## config.mk

```make
export PLATFORM = sky130hd
export DESIGN_NAME = sierpinski_chaos_core
export DESIGN_NICKNAME = d
export VERILOG_FILES = /design/src/rtl/sierpinski_pkg.sv /design/src/rtl/sierpinski_midpoint.sv /design/src/rtl/sierpinski_chaos_core.sv
export SDC_FILE = /design/constraint.sdc
export NUM_CORES = 1
export LEC_CHECK = 0
export CAP_MARGIN = 20
export CORE_UTILIZATION = 25
export DETAILED_ROUTE_END_ITERATION = 7
export PLACE_DENSITY = 0.44
export REMOVE_ABC_BUFFERS = 1
export SYNTH_ARGS = -nofsm -noshare
export SYNTH_HDL_FRONTEND = slang
export SYNTH_SLANG_ARGS = --single-unit
```

## constraint.sdc

```tcl
create_clock -name clk -period 2.7 [get_ports clk]
set_clock_uncertainty 0.15 [all_clocks]
set_input_delay 0.675 -clock clk [delete_from_list [all_inputs] [get_ports clk]]
set_output_delay 0.675 -clock clk [all_outputs]
set_load 0.05 [all_outputs]
```

## src/rtl/sierpinski_pkg.sv

```systemverilog
// Shared types, vertex codes and vertex coordinate helpers for the Sierpinski chaos-game core.
package sierpinski_pkg;

  typedef enum logic [1:0] {
    ST_IDLE = 2'd0,
    ST_WARM = 2'd1,
    ST_RUN  = 2'd2
  } state_e;

  localparam logic [1:0] CODE_V0     = 2'd0;
  localparam logic [1:0] CODE_V1     = 2'd1;
  localparam logic [1:0] CODE_V2     = 2'd2;
  localparam logic [1:0] CODE_REJECT = 2'd3;

  // Coordinates are returned 32 bits wide; callers cast to their own COORD_W.
  function automatic logic [31:0] vertex_x(input logic [1:0] code, input int unsigned coord_w);
    case (code)
      CODE_V1: vertex_x = (32'd1 << coord_w) - 32'd1;
      CODE_V2: vertex_x = 32'd1 << (coord_w - 32'd1);
      default: vertex_x = 32'd0;
    endcase
  endfunction

  function automatic logic [31:0] vertex_y(input logic [1:0] code, input int unsigned coord_w);
    case (code)
      CODE_V2: vertex_y = (32'd1 << coord_w) - 32'd1;
      default: vertex_y = 32'd0;
    endcase
  endfunction

endpackage

```

## src/rtl/sierpinski_midpoint.sv

```systemverilog
// Combinational vertex select and floor-average of the current point with that vertex.
module sierpinski_midpoint
  import sierpinski_pkg::*;
#(
  parameter int unsigned COORD_W = 8
) (
  input  logic [COORD_W-1:0] cur_x_i,
  input  logic [COORD_W-1:0] cur_y_i,
  input  logic [1:0]         code_i,
  output logic [COORD_W-1:0] mid_x_o,
  output logic [COORD_W-1:0] mid_y_o
);

  logic [COORD_W-1:0] vx_s;
  logic [COORD_W-1:0] vy_s;
  logic [COORD_W:0]   sum_x_s;
  logic [COORD_W:0]   sum_y_s;

  // One extra sum bit keeps the average exact before the shift.
  always_comb begin
    vx_s    = COORD_W'(vertex_x(code_i, COORD_W));
    vy_s    = COORD_W'(vertex_y(code_i, COORD_W));
    sum_x_s = {1'b0, cur_x_i} + {1'b0, vx_s};
    sum_y_s = {1'b0, cur_y_i} + {1'b0, vy_s};
    mid_x_o = sum_x_s[COORD_W:1];
    mid_y_o = sum_y_s[COORD_W:1];
  end

endmodule

```

## src/rtl/sierpinski_chaos_core.sv

```systemverilog
// Chaos-game point generator: consumes random vertex codes, emits Sierpinski points
// through a registered valid/ready output.
module sierpinski_chaos_core
  import sierpinski_pkg::*;
#(
  parameter int unsigned COORD_W = 8,
  parameter int unsigned START_X = 64,
  parameter int unsigned START_Y = 64,
  parameter int unsigned WARMUP  = 8
) (
  input  logic               clk,
  input  logic               rst,
  input  logic               en,
  input  logic               restart,
  input  logic               rnd_valid,
  input  logic [1:0]         rnd_code,
  output logic               rnd_ready,
  output logic               pt_valid,
  output logic [COORD_W-1:0] pt_x,
  output logic [COORD_W-1:0] pt_y,
  input  logic               pt_ready,
  output logic [15:0]        pt_count
);

  localparam logic [COORD_W-1:0] START_X_C = COORD_W'(START_X);
  localparam logic [COORD_W-1:0] START_Y_C = COORD_W'(START_Y);
  localparam logic [15:0]        WARM_LIM  = 16'(WARMUP);

  state_e             state_q,    state_d;
  logic [COORD_W-1:0] cur_x_q,    cur_x_d;
  logic [COORD_W-1:0] cur_y_q,    cur_y_d;
  logic [15:0]        warm_cnt_q, warm_cnt_d;
  logic               pt_valid_q, pt_valid_d;
  logic [COORD_W-1:0] pt_x_q,     pt_x_d;
  logic [COORD_W-1:0] pt_y_q,     pt_y_d;
  logic [15:0]        pt_count_q, pt_count_d;

  logic [COORD_W-1:0] mid_x_s;
  logic [COORD_W-1:0] mid_y_s;
  logic               accept_s;
  logic               take_s;

  sierpinski_midpoint #(.COORD_W(COORD_W)) u_mid (
    .cur_x_i (cur_x_q),
    .cur_y_i (cur_y_q),
    .code_i  (rnd_code),
    .mid_x_o (mid_x_s),
    .mid_y_o (mid_y_s)
  );

  assign rnd_ready = en & ~restart &
                     ((state_q == ST_WARM) |
                      ((state_q == ST_RUN) & (~pt_valid_q | pt_ready)));
  assign accept_s  = pt_valid_q & pt_ready;
  // Code 3 still completes the handshake but never moves the point.
  assign take_s    = rnd_valid & rnd_ready & (rnd_code != CODE_REJECT);

  // Next-state, datapath and handshake decisions; restart overrides everything.
  always_comb begin
    state_d    = state_q;
    cur_x_d    = cur_x_q;
    cur_y_d    = cur_y_q;
    warm_cnt_d = warm_cnt_q;
    pt_valid_d = pt_valid_q;
    pt_x_d     = pt_x_q;
    pt_y_d     = pt_y_q;
    pt_count_d = pt_count_q;
    if (restart) begin
      cur_x_d    = START_X_C;
      cur_y_d    = START_Y_C;
      warm_cnt_d = 16'd0;
      pt_valid_d = 1'b0;
      if (en) begin
        state_d = (WARM_LIM != 16'd0) ? ST_WARM : ST_RUN;
      end else begin
        state_d = ST_IDLE;
      end
    end else begin
      if (accept_s) begin
        pt_count_d = pt_count_q + 16'd1;
        pt_valid_d = 1'b0;
      end else begin
        pt_count_d = pt_count_q;
      end
      if (take_s) begin
        cur_x_d = mid_x_s;
        cur_y_d = mid_y_s;
        if (state_q == ST_WARM) begin
          warm_cnt_d = warm_cnt_q + 16'd1;
        end else begin
          pt_x_d     = mid_x_s;
          pt_y_d     = mid_y_s;
          pt_valid_d = 1'b1;
        end
      end else begin
        cur_x_d = cur_x_q;
      end
      if (!en) begin
        state_d = ST_IDLE;
      end else begin
        // warm_cnt survives an enable drop, so a finished warm-up resumes straight in RUN.
        case (state_q)
          ST_IDLE: state_d = (warm_cnt_q >= WARM_LIM) ? ST_RUN : ST_WARM;
          ST_WARM: begin
            if (take_s && ((warm_cnt_q + 16'd1) >= WARM_LIM)) begin
              state_d = ST_RUN;
            end else begin
              state_d = ST_WARM;
            end
          end
          ST_RUN:  state_d = ST_RUN;
          default: state_d = ST_IDLE;
        endcase
      end
    end
  end

  // State and datapath registers.
  always_ff @(posedge clk or posedge rst) begin
    if (rst) begin
      state_q    <= ST_IDLE;
      cur_x_q    <= START_X_C;
      cur_y_q    <= START_Y_C;
      warm_cnt_q <= 16'd0;
      pt_valid_q <= 1'b0;
      pt_x_q     <= '0;
      pt_y_q     <= '0;
      pt_count_q <= 16'd0;
    end else begin
      state_q    <= state_d;
      cur_x_q    <= cur_x_d;
      cur_y_q    <= cur_y_d;
      warm_cnt_q <= warm_cnt_d;
      pt_valid_q <= pt_valid_d;
      pt_x_q     <= pt_x_d;
      pt_y_q     <= pt_y_d;
      pt_count_q <= pt_count_d;
    end
  end

  assign pt_valid = pt_valid_q;
  assign pt_x     = pt_x_q;
  assign pt_y     = pt_y_q;
  assign pt_count = pt_count_q;

endmodule

```

Word-level counts from Yosys, hierarchy flattened. Index checks and enable logic that the tools add are counted.

Register bits: 67. Input bits: 8. Output and inout port bits: 34. Logic and storage cells: 56.

Reduce and logical (&&, ||, !) cells: 7. Bitwise operators: 11. Muxes and demuxes: 19. Magnitude comparators: 2. Equality and inequality tests: 5. Add/sub/neg operators: 4.

Operators by type and width (number): $mux 16 (3); $mux 8 (5); $add 16x1->16 const B (2); $ge 16x4->1 const B (2); $add 8x8->9 (2); $pmux 8 s2 (1); $mux 2 (4); $and 1x1->1 (6); $pmux 2 s3 (1); $mux 1 (5); $eq 2x1->1 const B (2); $eq 2x2->1 const B (2); $reduce_and 2->1 (2); $reduce_bool 2->1 (2); $not 1->1 (3); $reduce_and 3->1 (1); $logic_not 2->1 (1); $ne 2x2->1 const B (1); $or 1x1->1 (2); $logic_and 1x1->1 (1).

Longest topological paths before layout. Gate-level depths: netlist (run 1).

Depth after elaboration: 12. Depth in mapped cells: 10. Depth with buffers taken out: 10.

Cells and area by module. From an unflattened synthesis (run 1), not the netlist that was laid out.

Cell total of the unflattened synthesis: 431. Area, all modules: 3967.6 sq um.

By module, submodules not included: sierpinski_chaos_core (times used 1, sequential area each 1679.1 sq um, area an instance 3290.7 sq um, cells each 333); sierpinski_midpoint (times used 1, sequential area each 0.0 sq um, area an instance 676.9 sq um, cells each 98).

Worst setup path after synthesis (run 1). Ideal clock, no wire load.

Kind: input-to-reg. Start: in rnd_code[0]. End: reg pt_y_q[5], in the netlist pt_y[5]. Stages on the path: 10. Data required time: 2.415 ns. Library setup time: 0.135 ns. Path slack: -0.042 ns. Buffers on the path: 0. Data arrival time: 2.457 ns. Path through: inv_1 -> ha_1 -> and2_1 -> fa_1 -> a21o_1 -> a21oi_1 -> o21bai_1 -> a21oi_1 -> xor2_1 -> o21ai_0.

Cells in the longest elaborated chain, start to end: 3. Elaborated cells on any way between the ends: 6. Those cells by class: 1 x add/sub; 2 x eq/ne; 1 x mux; 1 x bitwise; 1 x reduce/logical.

RTL lines: from (decl) (RTL line sierpinski_chaos_core.sv:16) `input logic [1:0] rnd_code,`; $eq 2x2->1 / $ne 2x2->1 (equally long branches) (RTL line sierpinski_pkg.sv:25, sierpinski_chaos_core.sv:56); $mux 8 / $and 1x1->1 (equally long branches) (RTL line sierpinski_pkg.sv:25, sierpinski_chaos_core.sv:56); $add 8x8->9 / $reduce_and 3->1 (equally long branches); to (signal assigned) (RTL line sierpinski_chaos_core.sv:136) `pt_y_q <= pt_y_d;`; to (decl) (RTL line sierpinski_chaos_core.sv:35) `logic [COORD_W-1:0] pt_y_q, pt_y_d;`.

Parallel ways exist; a longest one is shown, timed or not. A chain may end at the register's enable or synchronous reset.

Final worst setup path (run 1).
Start: in en. End: out rnd_ready.

Cells in the longest elaborated chain, start to end: 2.

RTL lines: from (decl) (RTL line sierpinski_chaos_core.sv:13) `input logic en,`; $and 1x1->1 (2 in a row) (RTL line sierpinski_chaos_core.sv:51) `assign rnd_ready = en & ~restart &`; to (decl) (RTL line sierpinski_chaos_core.sv:17) `output logic rnd_ready,`.

No other way between the ends.

==> results.py, run 1 <==
metrics = {
    "place": {
        "dp_slack_ns": -0.626,
        "place.gp.congestion": 0.752,
        "port_buffers": 41,
        "dp_hpwl_um": 7180,
    },
    "worst_setup_path": {
        "path_max_fanout": 3,
        "path_cells": "clkdlybuf4s50_1 > nand2b_1 > nor2_1 > buf_4 > buf_12",
        "crit_start": "en",
        "worstReg2RegStart": "warm_cnt_q[0]",
        "endpoint_kind": "primary output",
        "worstReg2RegEnd": "state_q[0]",
        "cp-endpoint": "rnd_ready",
        "r2r_cells": 7,
        "critPathTopFamily": "buffers and inverters",
        "cp.depth": 5,
        "worstPathBufferInverterCount": 3,
        "critical_path_arrival_ns": 1.72,
        "start_kind": "input pin",
        "setup.worst_path.class": "in2out",
        "r2r_slack_ns": 0.40,
        "critPathSlowestCell": "clkdlybuf4s50_1",
        "crit_required_ns": 1.88,
        "max_stage_delay_ns": 0.54,
    },
    "final_layout": {
        "num_antenna_cells": 0,
        "fillers": 1555,
        "seq_area_um2": 1680,
        "layout-drive-gt1-share_pct": 18.2,
        "fin_nets": 542,
        "area_delta_synth_final_pct": 34.9,
        "multiInputGateArea_um2": 2110,
    },
    "global_routing": {
        "grtUsageTotal_pct": 13.5,
        "grt_pass1_wl_um": 17000,
        "antenna_found_initial": 0,
        "grt_pass1_vias": 3349,
        "overflow": 0,
        "grt_max_degree": 68,
    },
    "floorplanning": {
        "dieArea_um2": 16100,
        "start_util_pct": 25.6,
        "ios": 42,
        "row_count": 45,
        "fp.dieW_um": 127,
        "die_h_um": 127,
        "core_um2": 15200,
    },
    "route": {
        "drc_errors": 0,
        "vias": 3347,
        "dr.pass1.iters": 4,
        "wirelength_um": 10000,
        "drt_iter0_markers": 219,
        "post_drt_wl_per_cell_um": 14.2,
        "via_per_inst": 4.75,
        "ant_nets": 0,
    },
    "sta": {
        "fin_ws_ns": 0.157,
        "setup_viol": 0,
        "min_period_ns": 2.54,
        "slew_violations": 0,
        "timing.max_slew.rel_slack_pct": 62.5,
        "max_freq_mhz": 393,
        "hold_viol": 0,
        "min_period_over_period_pct": 94.2,
        "finalSetupTns_ns": 0,
        "rsz0062_at_grt": "no",
        "tightest_slew_ns": 0.562,
    },
    "clock_network": {
        "cts_buffers": 9,
        "htree_levels": 3,
        "cts_tree": "done",
        "clk_latency_ns": 0.34,
        "clk_pin_slew_ns": 0.06,
        "cts_buffer_depth": 2,
        "ctsRootBufferMaster": "clkbuf_16",
        "clkSinkCount": 67,
    },
    "logic_synthesis": {
        "synth-seq-area-share_pct": 43.2,
        "syn_area_per_cell_um2": 9.15,
        "ys_ff_latch": 67,
        "synth_top_area_cell": "dfrtp_1",
        "synthTopCellsByArea": "dfrtp_1 (42%), ha_1 (6.4%), o21ai_0 (5.5%)",
        "synth_ff_type": "dfrtp_1",
        "synth_edf_count": 0,
        "async_flop_share_pct": 100,
        "synth.cell_area_um2": 3890,
        "yosys.area.top_type_share_pct": 41.8,
        "syn_inst": 425,
        "synth_cell_types": 52,
        "yosys_warnings": 0,
    },
    "pwr": {
        "powerDensity_nw_per_um2": 592,
        "p_leak_nw": 2.40,
        "ir_drop_mv": 0.307,
    },
    "worst_hold_path": {
        "worstHoldPathType": "reg2reg",
    },
    "run": {
        "maxCapViolCount": 0,
    },
    "status": {
        "status": "finished, final reports clean",
    },
}
[synth_stat cells, types with 2 or more instances]
| cell type | number |
|---|---|
| nand3b_1 | 12 |
| xnor2_1 | 15 |
| a211oi_1 | 2 |
| and4_1 | 6 |
| o31ai_1 | 9 |
| clkbuf_1 | 21 |
| a21o_1 | 6 |
| nor4_1 | 3 |
| nor3_1 | 5 |
| nand4_1 | 10 |
| o211a_1 | 2 |
| xor2_1 | 14 |
| a31oi_1 | 3 |
| and3_1 | 3 |
| o21ai_0 | 43 |
| dfstp_2 | 2 |
| nor2_1 | 27 |
| mux2i_1 | 4 |
| and2_1 | 8 |
| nand3_1 | 17 |
| nand2b_1 | 7 |
| nor2b_1 | 2 |
| a31o_2 | 2 |
| nor3_2 | 2 |
| o21bai_1 | 2 |
| nor3b_1 | 2 |
| ha_1 | 20 |
| or3_1 | 5 |
| or4_1 | 2 |
| a21oi_1 | 20 |
| fa_1 | 2 |
| inv_1 | 12 |
| o22ai_1 | 2 |
| nand2_1 | 51 |
| dfrtp_1 | 65 |
[repair_timing]
item                                    4_1_cts  5_1_grt
endpoints found under the setup margin       19       10
pin swaps                                     5        6
gates cloned                                  0        0
gates resized for setup                      10        9
hold buffers                                  0        0
buffers inserted                              0        0
[cell type report]
class / instances / area share (%)
clock inverter: 5 / 1.48
multi-input combinational: 323 / 40.2
tap: 188 / 4.48
clock buffer: 11 / 4.44
sequential: 67 / 32.0
timing repair buffer: 99 / 16.6
inverter: 12 / 0.859
[power by group]
| part | internal [mW] | switching (mW) | leakage (nW) |
|---|---|---|---|
| registers | 1.09 | 0.0527 | 0.906 |
| clock network | 0.806 | 0.452 | 0.150 |
| logic | 0.260 | 0.447 | 1.34 |
| total | 2.15 | 0.952 | 2.40 |
[metrics by stage]
stage | instances | hold slack [ns] | cell area [um2] | power [mW] | utilization (%)
after global placement | 689 | 0.314 | 4900 | 1.86 | 32.3
after detailed placement | 689 | 0.318 | 4900 | 1.87 | 32.3
after global routing | 705 | 0.342 | 5250 | 3.25 | 34.5
after CTS | 705 | 0.327 | 5230 | 3.15 | 34.4
after floorplan | 402 | 0.332 | 3800 | 1.58 | -
final | 705 | 0.319 | 5250 | 3.11 | 34.5
[cells by family after synthesis]
logic type                 count (synthesis)  synth area share, %
xor gates and xnor gates                  29                 6.53
DFF                                       67                 43.2
muxes                                      5                 1.32
adders and majority gates                 22                 7.47
AOI/OAI and AO/OA                        101                 15.9
and+or+nand+nor                          166                 22.2
buffers and inverters                     35                 3.41
[routing by layer]
layer	up-vias	global-route usage [%]	part of all wire, %
li1	1681	-	-
met1	1608	17.6	49
met2	45	21.6	46
met3	13	2.66	3.2
met4	0	6.30	1.9
met5	-	0	0
[registers in the layout (all words and copies together) (netlist names)]
| register | cells |
|---|---|
| cur_x_q | 8 |
| warm_cnt_q | 16 |
| pt_valid | 1 |
| cur_y_q | 8 |
| pt_x | 8 |
| state_q | 2 |
| pt_count | 16 |
| pt_y | 8 |
[worst min path at each step]
stage / startpoint / to / slack (ns) / cells after the start
after floorplan: cur_x_q[4] / cur_x_q[4] / 0.33 / 2
after global placement: pt_x[4] / pt_x[4] / 0.31 / 2
after detailed placement: pt_count[15] / pt_count[15] / 0.32 / 1
after CTS: pt_count[15] / pt_count[15] / 0.33 / 1
after global routing: pt_y[2] / pt_y[2] / 0.34 / 2
final: pt_count[15] / pt_count[15] / 0.32 / 1
[cells in the final DEF (no fill, tap or decap), drive strengths merged, types with 3 or more instances in the layout]
cell / count
a31oi: 3
clkbuf: 11
a21oi: 20
nand3b: 12
inv: 12
nand4: 10
clkdlybuf4s50: 36
o21ai: 43
buf: 59
nand3: 17
xor2: 14
nor4: 3
and4: 6
nand2: 51
xnor2: 15
nor2: 28
and3: 3
nand2b: 7
o31ai: 9
ha: 20
and2: 8
a21o: 6
dfrtp: 65
nor3: 7
mux2i: 4
or3: 5
(Power assumes the default switching activity.)
==> run 2, diff against run 1 <==
CAP_MARGIN = 40   (was 20)
clock period = 2.4 ns   (was 2.7 ns; I/O delays follow)
==> results.py, run 2 (synthesized netlist as in run 1, its figures left out) <==
metrics = {
    "status": {
        "status": "finished, final reports clean",
    },
    "floorplanning": {
        "row_count": 45,
        "fp.dieW_um": 127,
        "dieArea_um2": 16100,
        "core_um2": 15200,
        "die_h_um": 127,
        "ios": 42,
        "start_util_pct": 25.6,
    },
    "pwr": {
        "clkPwrFrac_pct": 38.6,
        "p_leak_nw": 2.49,
        "ir_drop_mv": 0.330,
        "swShare_pct": 31.7,
        "seq_power_share_pct": 37.8,
        "internal_power_mw": 2.32,
        "finalPower_mw": 3.40,
        "powerDensity_nw_per_um2": 643,
        "power_switching_mw": 1.08,
        "comb_power_share_pct": 23.7,
    },
    "place": {
        "dp_hpwl_um": 7110,
        "dpl.cell_count": 688,
        "dp_slack_ns": -0.868,
        "dpl_cell_area_um2": 4900,
        "place.gp.congestion": 0.792,
        "port_buffers": 41,
    },
    "final_layout": {
        "fin_nets": 545,
        "layout_commonest_cell": "dfrtp_1",
        "final_area_um2": 5290,
        "layout-drive-gt1-share_pct": 19.8,
        "utilization_pct": 34.8,
        "num_antenna_cells": 0,
        "layout_common_cells": "dfrtp_1 (65), buf_4 (61), nand2_1 (51)",
        "final-instance-count-excl-fill": 708,
        "area_delta_synth_final_pct": 36.0,
    },
    "global_routing": {
        "grtUsageTotal_pct": 13.8,
        "grt_use_met3_pct": 2.36,
        "busiest_layer": "met2",
        "overflow": 0,
        "grt_pass1_wl_um": 17300,
        "grt_pass1_vias": 3367,
        "use_met2_pct": 21.9,
        "grt_util_met1_pct": 18.1,
        "grt_max_degree": 68,
        "antenna_found_initial": 0,
    },
    "clock_network": {
        "cts_tree": "done",
        "clk_pin_slew_ns": 0.06,
        "cts_buffer_depth": 2,
        "clk_latency_ns": 0.34,
        "clkSinkCount": 67,
        "htree_levels": 3,
        "ctsRootBufferMaster": "clkbuf_16",
        "cts_buffers": 9,
    },
    "route": {
        "drc_errors": 0,
        "ant_nets": 0,
        "wirelength_um": 10200,
        "vias": 3420,
        "via_per_inst": 4.83,
        "dr.pass1.iters": 4,
        "post_drt_wl_per_cell_um": 14.4,
        "drt_iter0_markers": 209,
    },
    "sta": {
        "hold_viol": 0,
        "min_period_over_period_pct": 98.4,
        "finalSetupTns_ns": 0,
        "fin_ws_ns": 0.0379,
        "timing.max_slew.rel_slack_pct": 65.4,
        "setup_viol": 0,
        "max_freq_mhz": 423,
        "min_period_ns": 2.36,
        "slew_violations": 0,
        "hold_ws_ns": 0.320,
        "tightest_slew_ns": 0.516,
    },
    "worst_setup_path": {
        "endpoint_kind": "primary output",
        "critical_path_arrival_ns": 1.61,
        "start_kind": "input pin",
        "path_max_fanout": 3,
        "r2r_cells": 7,
        "crit_required_ns": 1.65,
        "setup.worst_path.class": "in2out",
    },
    "worst_hold_path": {
        "worstHoldPathType": "reg2reg",
        "holdPathStages": 1,
    },
    "run": {
        "maxCapViolCount": 0,
    },
}
[run 2: repair_timing]
item / 4_1_cts / 5_1_grt
setup buffers: 2 / 2
pin swaps: 7 / 11
gates resized for setup: 22 / 18
setup endpoints to repair: 26 / 22
hold buffers: 0 / 0
[run 2: path summary, 6_finish.rpt]
check | from | to | slack [ns]
max in group asynchronous | rst | cur_y_q[6] | 1.25
min in group asynchronous | rst | cur_x_q[5] | 0.51
max | pt_ready | rnd_ready | 0.04
max reg2reg | state_q[1] | cur_y_q[6] | 0.14
min | pt_count[15] | pt_count[15] | 0.32
min reg2reg | pt_count[15] | pt_count[15] | 0.32
[run 2: per-layer routing]
layer / share of wire, % / vias to the layer above
met5: 0 / -
met4: 2.3 / 0
met3: 2.9 / 14
met2: 47 / 54
met1: 48 / 1660
li1: - / 1692
[run 2: final cells by class]
cell class | count | area, um2
inverters | 12 | 45.0
fillers | 1563 | 9920
flip-flops and latches | 67 | 1680
clock buffers | 13 | 240
well taps | 188 | 235
clock inverters | 3 | 40.0
repair buffers | 102 | 890
multi-input cells | 323 | 2160
[run 2: critical path: stages]
cell and delay (ns):
dlygate4sd2_1 0.27, nand2b_4 0.16, a21oi_4 0.15, buf_4 0.11, nor2_1 0.03, buf_4 0.15
buf_12 0.14
[run 2: power by group through the flow]
stage,clock network [mW],logic (mW),registers [mW]
global route,1.38,0.865,1.30
global placement,0,0.794,1.30
floorplan,0,0.207,1.57
detailed placement,0,0.798,1.31
finish,1.31,0.805,1.28
CTS,1.35,0.806,1.29
==> run 3, diff against run 2 <==
TNS_END_PERCENT = 20   (was not set)
==> results.py, run 3 (synthesized netlist as in run 1, its figures left out) <==
metrics = {
    "sta": {
        "rsz0062_at_grt": "yes",
        "min_period_ns": 2.37,
        "finalSetupTns_ns": 0,
        "tightest_slew_ns": 0.516,
        "hold_viol": 0,
        "max_freq_mhz": 422,
        "setup_viol": 0,
        "min_period_over_period_pct": 98.7,
        "timing.max_slew.rel_slack_pct": 65.4,
        "hold_ws_ns": 0.320,
        "slew_violations": 0,
        "fin_ws_ns": 0.0314,
    },
    "final_layout": {
        "area_delta_synth_final_pct": 35.5,
        "final_area_um2": 5270,
        "layout_commonest_cell": "dfrtp_1",
        "layout_common_cells": "dfrtp_1 (65), buf_4 (61), nand2_1 (51)",
        "fin_nets": 545,
        "layout-drive-gt1-share_pct": 19.6,
        "num_antenna_cells": 0,
    },
    "status": {
        "status": "finished, final reports clean",
    },
    "clock_network": {
        "cts_buffers": 9,
        "clk_pin_slew_ns": 0.06,
        "htree_levels": 3,
        "hold_buffers": 0,
        "clk_latency_ns": 0.34,
        "clkSinkCount": 67,
        "ctsRootBufferMaster": "clkbuf_16",
        "cts_buffer_depth": 2,
        "cts_tree": "done",
    },
    "floorplanning": {
        "core_um2": 15200,
        "dieArea_um2": 16100,
        "row_count": 45,
        "start_util_pct": 25.6,
        "die_h_um": 127,
        "fp.dieW_um": 127,
        "ios": 42,
    },
    "pwr": {
        "ir_drop_mv": 0.330,
        "powerDensity_nw_per_um2": 645,
        "p_leak_nw": 2.47,
        "finalPower_mw": 3.40,
    },
    "global_routing": {
        "grt_pass1_wl_um": 17300,
        "grt_pass1_vias": 3367,
        "antenna_found_initial": 0,
        "grtUsageTotal_pct": 13.8,
        "grt_max_degree": 68,
        "overflow": 0,
    },
    "worst_setup_path": {
        "start_kind": "input pin",
        "setup.worst_path.class": "in2out",
        "max_stage_delay_ns": 0.27,
        "path_max_fanout": 3,
        "critical_path_arrival_ns": 1.62,
        "crit_required_ns": 1.65,
        "endpoint_kind": "primary output",
        "path_cells": "dlygate4sd2_1 > nand2b_1 > a21oi_2 > buf_4 > nor2_1 > buf_4 > buf_12",
        "critPathSlowestCell": "dlygate4sd2_1",
        "crit_top_cell": "buf_4",
    },
    "route": {
        "dr.pass1.iters": 4,
        "wirelength_um": 10200,
        "via_per_inst": 4.83,
        "drt_iter0_markers": 209,
        "ant_nets": 0,
        "drc_errors": 0,
        "post_drt_wl_per_cell_um": 14.4,
        "vias": 3421,
    },
    "place": {
        "dpl_cell_area_um2": 4900,
        "place.gp.congestion": 0.792,
        "dp_hpwl_um": 7110,
        "port_buffers": 41,
        "dp_slack_ns": -0.868,
    },
    "run": {
        "maxCapViolCount": 0,
    },
    "worst_hold_path": {
        "worstHoldPathType": "reg2reg",
    },
}
## run 3: power breakdown
group	total, mW	internal [mW]	switching [mW]
combinational	0.803	0.296	0.507
sequential	1.28	1.22	0.0609
clock	1.31	0.803	0.508
## run 3: final timing paths
| check | startpoint | end | slack [ns] | cells after the start |
|---|---|---|---|---|
| hold / removal | pt_count[15] | pt_count[15] | 0.32 | 1 |
| min in group asynchronous | rst | cur_x_q[5] | 0.51 | 3 |
| setup / recovery | pt_ready | rnd_ready | 0.03 | 7 |
| setup reg to reg | warm_cnt_q[1] | state_q[0] | 0.15 | 7 |
| max in group asynchronous | rst | cur_y_q[6] | 1.25 | 3 |
| hold reg to reg | pt_count[15] | pt_count[15] | 0.32 | 1 |
## run 3: worst max-delay path: cells and delay by family
kind                   cells  cell delay [ns]
buffers and inverters      4             0.68
AO/OA/AOI/OAI              1             0.15
AND/OR/NAND/NOR            2             0.19
## run 3: stage by stage
step,cells,utilization (%)
2_1_floorplan,402,-
3_3_place_gp,687,32.2
3_5_place_dp,688,32.2
4_1_cts,706,34.4
5_1_grt,708,34.7
6_report,708,34.7
## run 3: per-layer routing
| metal | vias to the layer above | share of wire (%) | track usage, % |
|---|---|---|---|
| met1 | 1662 | 48 | 18.1 |
| met3 | 14 | 2.9 | 2.36 |
| met2 | 54 | 47 | 21.9 |
| met5 | - | 0 | 0 |
| li1 | 1691 | - | - |
| met4 | 0 | 2.3 | 7.21 |
## run 3: cell type report
class / count / area [um2]
clock buffer: 13 / 240
tap: 188 / 235
multi-input combinational: 323 / 2140
inverter: 12 / 45.0
fill: 1567 / 9930
timing repair buffer: 102 / 887
clock inverter: 3 / 40.0
sequential: 67 / 1680
## run 3: timing repair
action                                  CTS  global route
gates resized for setup                  22            15
endpoints found under the setup margin   26            22
pin swaps                                 7            10
setup buffers                             2             2
gates cloned                              0             0
